<file path="src/rtl/maze_game_engine.sv">
// Maze game engine: tracks the player on a MAP_W x MAP_H tile maze, checks each
// move against a wall map in an external synchronous ROM, and keeps lives, move count and win/loss.
module maze_game_engine #(
  parameter int MAP_W   = 30,
  parameter int MAP_H   = 21,
  parameter int POS_W   = 8,
  parameter int ADDR_W  = 5,
  parameter int START_X = 0,
  parameter int START_Y = 20,
  parameter int GOAL_X  = 29,
  parameter int GOAL_Y  = 0,
  parameter int LIVES   = 3,
  parameter int CNT_W   = 16
) (
  input  logic              i_clk,
  input  logic              i_reset,
  input  logic [3:0]        i_move_en,
  output logic [ADDR_W-1:0] o_map_addr,
  input  logic [MAP_W-1:0]  i_map_data,
  output logic [POS_W-1:0]  o_player_x_pos,
  output logic [POS_W-1:0]  o_player_y_pos,
  output logic [3:0]        o_lives,
  output logic [CNT_W-1:0]  o_move_count,
  output logic              o_busy,
  output logic              o_hit,
  output logic              o_reject,
  output logic              o_lost,
  output logic              o_won
);

  localparam logic [POS_W-1:0]  MAX_X    = POS_W'(MAP_W - 1);
  localparam logic [POS_W-1:0]  MAX_Y    = POS_W'(MAP_H - 1);
  localparam logic [POS_W-1:0]  INIT_X   = POS_W'(START_X);
  localparam logic [POS_W-1:0]  INIT_Y   = POS_W'(START_Y);
  localparam logic [POS_W-1:0]  GOAL_XP  = POS_W'(GOAL_X);
  localparam logic [POS_W-1:0]  GOAL_YP  = POS_W'(GOAL_Y);
  localparam logic [ADDR_W-1:0] INIT_A   = ADDR_W'(START_Y);
  localparam logic [3:0]        INIT_LIV = 4'(LIVES);

  typedef enum logic [2:0] {
    IDLE,
    FETCH,
    EVAL,
    LOST,
    WON
  } state_t;

  state_t              r_state, w_stateNxt;
  logic [POS_W-1:0]    r_x, r_y, r_tgtX, r_tgtY;
  logic [ADDR_W-1:0]   r_addr;
  logic [3:0]          r_lives;
  logic [CNT_W-1:0]    r_cnt;
  logic                r_busy, r_hit, r_reject, r_lost, r_won;

  logic [POS_W-1:0]    w_xNxt, w_yNxt, w_tgtXNxt, w_tgtYNxt;
  logic [ADDR_W-1:0]   w_addrNxt;
  logic [3:0]          w_livesNxt;
  logic [CNT_W-1:0]    w_cntNxt;
  logic                w_busyNxt, w_hitNxt, w_rejectNxt, w_lostNxt, w_wonNxt;

  logic                w_req, w_oob, w_wall;
  logic [POS_W-1:0]    w_tx, w_ty;

  assign w_req  = |i_move_en;
  assign w_wall = |(i_map_data & (MAP_W'(1) << r_tgtX));

  // Target tile for the highest-priority requested direction (up > down > left > right).
  always_comb begin
    w_tx  = r_x;
    w_ty  = r_y;
    w_oob = 1'b0;
    if (i_move_en[0]) begin
      if (r_y == '0) w_oob = 1'b1;
      else           w_ty  = r_y - POS_W'(1);
    end else if (i_move_en[1]) begin
      if (r_y >= MAX_Y) w_oob = 1'b1;
      else              w_ty  = r_y + POS_W'(1);
    end else if (i_move_en[2]) begin
      if (r_x == '0) w_oob = 1'b1;
      else           w_tx  = r_x - POS_W'(1);
    end else if (i_move_en[3]) begin
      if (r_x >= MAX_X) w_oob = 1'b1;
      else              w_tx  = r_x + POS_W'(1);
    end
  end

  always_comb begin
    w_stateNxt  = r_state;
    w_xNxt      = r_x;
    w_yNxt      = r_y;
    w_tgtXNxt   = r_tgtX;
    w_tgtYNxt   = r_tgtY;
    w_addrNxt   = r_addr;
    w_livesNxt  = r_lives;
    w_cntNxt    = r_cnt;
    w_busyNxt   = r_busy;
    w_hitNxt    = 1'b0;
    w_rejectNxt = 1'b0;
    w_lostNxt   = r_lost;
    w_wonNxt    = r_won;

    case (r_state)
      IDLE: begin
        if (w_req) begin
          if (w_oob) begin
            w_rejectNxt = 1'b1;
          end else begin
            w_tgtXNxt  = w_tx;
            w_tgtYNxt  = w_ty;
            w_addrNxt  = ADDR_W'(w_ty);
            w_busyNxt  = 1'b1;
            w_stateNxt = FETCH;
          end
        end
      end

      // ROM row for the target is being read this cycle.
      FETCH: w_stateNxt = EVAL;

      EVAL: begin
        w_busyNxt = 1'b0;
        if (w_wall) begin
          w_hitNxt   = 1'b1;
          w_livesNxt = r_lives - 4'd1;
          if (r_lives == 4'd1) begin
            w_lostNxt  = 1'b1;
            w_stateNxt = LOST;
          end else begin
            w_stateNxt = IDLE;
          end
        end else begin
          w_xNxt   = r_tgtX;
          w_yNxt   = r_tgtY;
          w_cntNxt = r_cnt + CNT_W'(1);
          if (r_tgtX == GOAL_XP && r_tgtY == GOAL_YP) begin
            w_wonNxt   = 1'b1;
            w_stateNxt = WON;
          end else begin
            w_stateNxt = IDLE;
          end
        end
      end

      LOST, WON: w_stateNxt = r_state;

      default: w_stateNxt = IDLE;
    endcase
  end

  // Reset wins over any in-flight move so no partial update can land.
  always_ff @(posedge i_clk) begin
    if (i_reset) begin
      r_state  <= IDLE;
      r_x      <= INIT_X;
      r_y      <= INIT_Y;
      r_tgtX   <= INIT_X;
      r_tgtY   <= INIT_Y;
      r_addr   <= INIT_A;
      r_lives  <= INIT_LIV;
      r_cnt    <= '0;
      r_busy   <= 1'b0;
      r_hit    <= 1'b0;
      r_reject <= 1'b0;
      r_lost   <= 1'b0;
      r_won    <= 1'b0;
    end else begin
      r_state  <= w_stateNxt;
      r_x      <= w_xNxt;
      r_y      <= w_yNxt;
      r_tgtX   <= w_tgtXNxt;
      r_tgtY   <= w_tgtYNxt;
      r_addr   <= w_addrNxt;
      r_lives  <= w_livesNxt;
      r_cnt    <= w_cntNxt;
      r_busy   <= w_busyNxt;
      r_hit    <= w_hitNxt;
      r_reject <= w_rejectNxt;
      r_lost   <= w_lostNxt;
      r_won    <= w_wonNxt;
    end
  end

  assign o_map_addr     = r_addr;
  assign o_player_x_pos = r_x;
  assign o_player_y_pos = r_y;
  assign o_lives        = r_lives;
  assign o_move_count   = r_cnt;
  assign o_busy         = r_busy;
  assign o_hit          = r_hit;
  assign o_reject       = r_reject;
  assign o_lost         = r_lost;
  assign o_won          = r_won;

endmodule

</file>
<file path="config.mk">
export PLATFORM = sky130hd
export DESIGN_NAME = maze_game_engine
export DESIGN_NICKNAME = d
export VERILOG_FILES = /design/src/rtl/maze_game_engine.sv
export SDC_FILE = /design/constraint.sdc
export NUM_CORES = 1
export LEC_CHECK = 0
export CAP_MARGIN = 15
export CORE_MARGIN = 4
export CORE_UTILIZATION = 30
export DETAILED_ROUTE_END_ITERATION = 10
export PLACE_DENSITY = 0.56
export SLEW_MARGIN = 20
export SYNTH_ARGS = -nofsm -noshare
export SYNTH_HDL_FRONTEND = slang
export SYNTH_SLANG_ARGS = --single-unit
export TNS_END_PERCENT = 100
</file>
<file path="constraint.sdc">
create_clock -name i_clk -period 2.9 [get_ports i_clk]
set_input_delay 0.58 -clock i_clk [delete_from_list [all_inputs] [get_ports i_clk]]
set_output_delay 0.58 -clock i_clk [all_outputs]
set_load 0.1 [all_outputs]
</file>
==> flow_summary.yaml <==
setup_path:
  critPathLaunchType: "input port"
  critical_path.max_stage_delay_ns: 0.47
  crit_buf_inv: 2
  r2r_slack_ns: 0.39
  endpoint: "o_move_count[7]$_SDFFE_PP0P_"
  startpoint: "i_map_data[15]"
  crit_type: "input port to flop"
  cp.arrival_ns: 2.97
  path_cells: "clkdlybuf4s50_1, mux4_2, a21o_1, a311oi_2, o211ai_4, buf_4, a21oi_1, mux2_1"
  reg2reg_to: "o_move_count[7]$_SDFFE_PP0P_"
  r2r-start: "r_tgtX[0]$_SDFFE_PP0P_"
  worst_ep_required_time_ns: 3.11
  cp.depth: 8
  crit_slowest_cell: "mux4_2"
  reg2reg_depth: 7
  crit_path_end_kind: "flop"
  crit_family: "compound AO/OA/AOI/OAI gates"
  critPathMaxFanout: 13
clock_network:
  root_buffer: "clkbuf_16"
  cts.repair.resized: 0
  clk_latency_ns: 0.32
  postCtsSetupRepairBufs: 0
  cts.sinks: 60
  cts_tree: "built"
  cts_buffer_depth: 2
  hold_buffers: 0
  cts.clk_slew.worst_paths_ns: 0.05
  htreeDepth: 3
  numCtsBuffers: 9
yosys:
  yosys_most_used_dff: "dfxtp_1"
  yosysSeqAreaShare_pct: 31.2
  syn_nets: 515
  synthArstFlopShare_pct: 0
  yosys.area.top_type_share_pct: 31.2
  syn_area_um2: 3850
  synthTopCellsByArea: "dfxtp_1 (31%), mux2i_1 (7.0%), nor2_1 (5.8%)"
  synthTopCellsByCount: "dfxtp_1 (60), nor2_1 (59), nand2_1 (50)"
  synth_cells: 470
  yosysMostFrequentCell: "dfxtp_1"
  postSynthAreaPerCell_um2: 8.18
  post-synth-top-area-cell: "dfxtp_1"
  synth_edf_count: 0
  synth.distinct_cells: 63
  synth-seq-cells: 60
  synth_warnings: 0
layout:
  area_growth_pct: 32.1
  drive_gt1_share_pct: 17.7
  layout.nets: 589
  final_area_um2: 5080
  diodes: 0
power_and_ir_drop:
  power_leakage_nw: 1.99
  ir_worst_vdd_mv: 0.300
  p_total_mw: 2.57
  p_per_area_nw_per_um2: 506
global_routing:
  grt_start_max_net_pins: 62
  grt_use_total_pct: 15.4
  grt_pass1_wl_um: 18500
  antenna_found_initial: 0
  gr-total-overflow: 0
  first_global_vias: 3697
floorplan:
  io_pins: 82
  start_util_pct: 30.6
  coreArea_um2: 12600
  dieArea_um2: 14700
  die_h_um: 121
  die_w_um: 121
  row_count: 41
routing:
  wl_per_cell_um: 15.0
  drt_iter0_markers: 312
  final_antenna_net_count: 0
  post_drt_via_cell_ratio: 5.14
  finalWirelength_um: 10800
  first_pass_iters: 4
  drcViolationCount: 0
  vias: 3698
job:
  maxCapViolCount: 0
timing:
  worst_pin_slew_ns: 0.605
  min_period_ns: 2.76
  rsz0062_at_grt: "no"
  finalSetupViolations: 0
  finalHoldViolCount: 0
  skew_ns: 0.00694
  slew_viol_final: 0
  max_freq_mhz: 363
  timing.final.crit_share_pct: 95.0
  relSlewSlack_pct: 59.6
status:
  status: "complete, no violations"
place:
  place.gp.congestion: 0.897
  dp_hpwl_um: 7890
  io_buffers: 81
  place_area_um2: 4770
worst_hold_path:
  holdCritPathClass: "flop to flop"
registers in the layout (all words and copies together) (netlist names):
name,flops
o_player_y_pos,8
o_player_x_pos,8
o_reject,1
o_busy,1
o_lost,1
o_won,1
r_tgtX,8
o_move_count,16
r_state,3
o_hit,1
r_tgtY,8
o_lives,4
cell families (layout without fill, tap and decap cells):
group                      after synthesis  after routing  synth area share [%]
AOI/OAI and AO/OA                       96             96                  18.8
xor gates and xnor gates                 2              2                 0.456
adders and majority gates                9              9                  2.93
buffers and inverters                   50            128                  5.99
DFF                                     60             60                  31.2
muxes                                   46             46                  12.9
and+or+nand+nor                        207            207                  27.7
worst min-delay path by stage:
stage	startpoint	end	slack [ns]	cells past startpoint
after floorplan	r_tgtY[5]$_SDFFE_PP0P_	o_player_y_pos[5]$_SDFFE_PP0P_	0.45	2
after CTS	r_tgtY[5]$_SDFFE_PP0P_	o_player_y_pos[5]$_SDFFE_PP0P_	0.48	2
after global placement	o_lost$_SDFFE_PP0P_	o_lost$_SDFFE_PP0P_	0.47	2
after global routing	o_lost$_SDFFE_PP0P_	o_lost$_SDFFE_PP0P_	0.52	2
final	o_lost$_SDFFE_PP0P_	o_lost$_SDFFE_PP0P_	0.48	2
after detailed placement	r_tgtY[5]$_SDFFE_PP0P_	o_player_y_pos[5]$_SDFFE_PP0P_	0.48	2
layer usage:
| layer | vias up | global-route usage [%] | share of wire (%) |
|---|---|---|---|
| met4 | 0 | 3.85 | 1.1 |
| met2 | 91 | 24.5 | 45 |
| met5 | - | 0 | 0 |
| met1 | 1743 | 20.6 | 48 |
| li1 | 1853 | - | - |
| met3 | 11 | 4.20 | 5.5 |
where the power goes:
part	leakage, nW	switching, mW	internal (mW)	total, mW
clock network	0.148	0.369	0.744	1.11
registers	0.489	0.0502	0.857	0.907
logic	1.35	0.339	0.209	0.549
placed cells by master (no fill, tap or decap), types with 4 or more instances in the layout:
cell / netlist / final
a311oi_1: 4 / 4
or3_1: 6 / 6
a211oi_1: 10 / 9
o31ai_1: 7 / 7
clkdlybuf4s50_1: 0 / 34
o211ai_1: 4 / 4
nor3_1: 14 / 14
a22o_1: 4 / 4
nor4b_1: 4 / 4
mux2_1: 17 / 17
nand4b_1: 5 / 5
nand2_1: 50 / 50
o21ai_0: 9 / 9
nand3_1: 7 / 7
ha_1: 9 / 9
dfxtp_2: 0 / 4
a21oi_1: 25 / 25
nand2b_1: 5 / 5
nor2_1: 59 / 59
nand4_1: 12 / 12
buf_4: 7 / 62
a31oi_1: 4 / 4
o21ai_1: 6 / 6
dfxtp_1: 60 / 56
nor2b_1: 19 / 19
clkbuf_16: 0 / 9
mux2i_1: 27 / 27
inv_1: 12 / 12
cell type report:
class | count | area, um2
fill | 1289 | 7490
clock buffer | 10 | 229
timing repair buffer | 100 | 871
multi-input combinational | 360 | 2430
sequential | 60 | 1210
tap | 172 | 215
inverter | 13 | 48.8
clock inverter | 5 | 77.6
worst reg2reg max path: stages, from the launching register on:
cell      delay [ns]
dfxtp_1         0.37
mux4_2          0.52
a21o_1          0.21
a311oi_2        0.34
o211ai_4        0.21
buf_4           0.24
a21oi_1         0.19
mux2_1          0.33
metrics by stage:
step | setup slack, ns | setup TNS [ns] | cells | hold slack (ns) | util [%]
after CTS | 0.154 | 0 | 720 | 0.483 | 40.4
after global placement | -0.143 | -2.59 | 705 | 0.471 | 38.0
after detailed placement | -0.186 | -2.99 | 705 | 0.478 | 38.0
after global routing | 0.0416 | 0 | 720 | 0.518 | 40.4
final | 0.144 | 0 | 720 | 0.478 | 40.4
after floorplan | 0.0130 | 0 | 470 | 0.445 | -
Note: power is estimated with default switching activity, not from simulation.
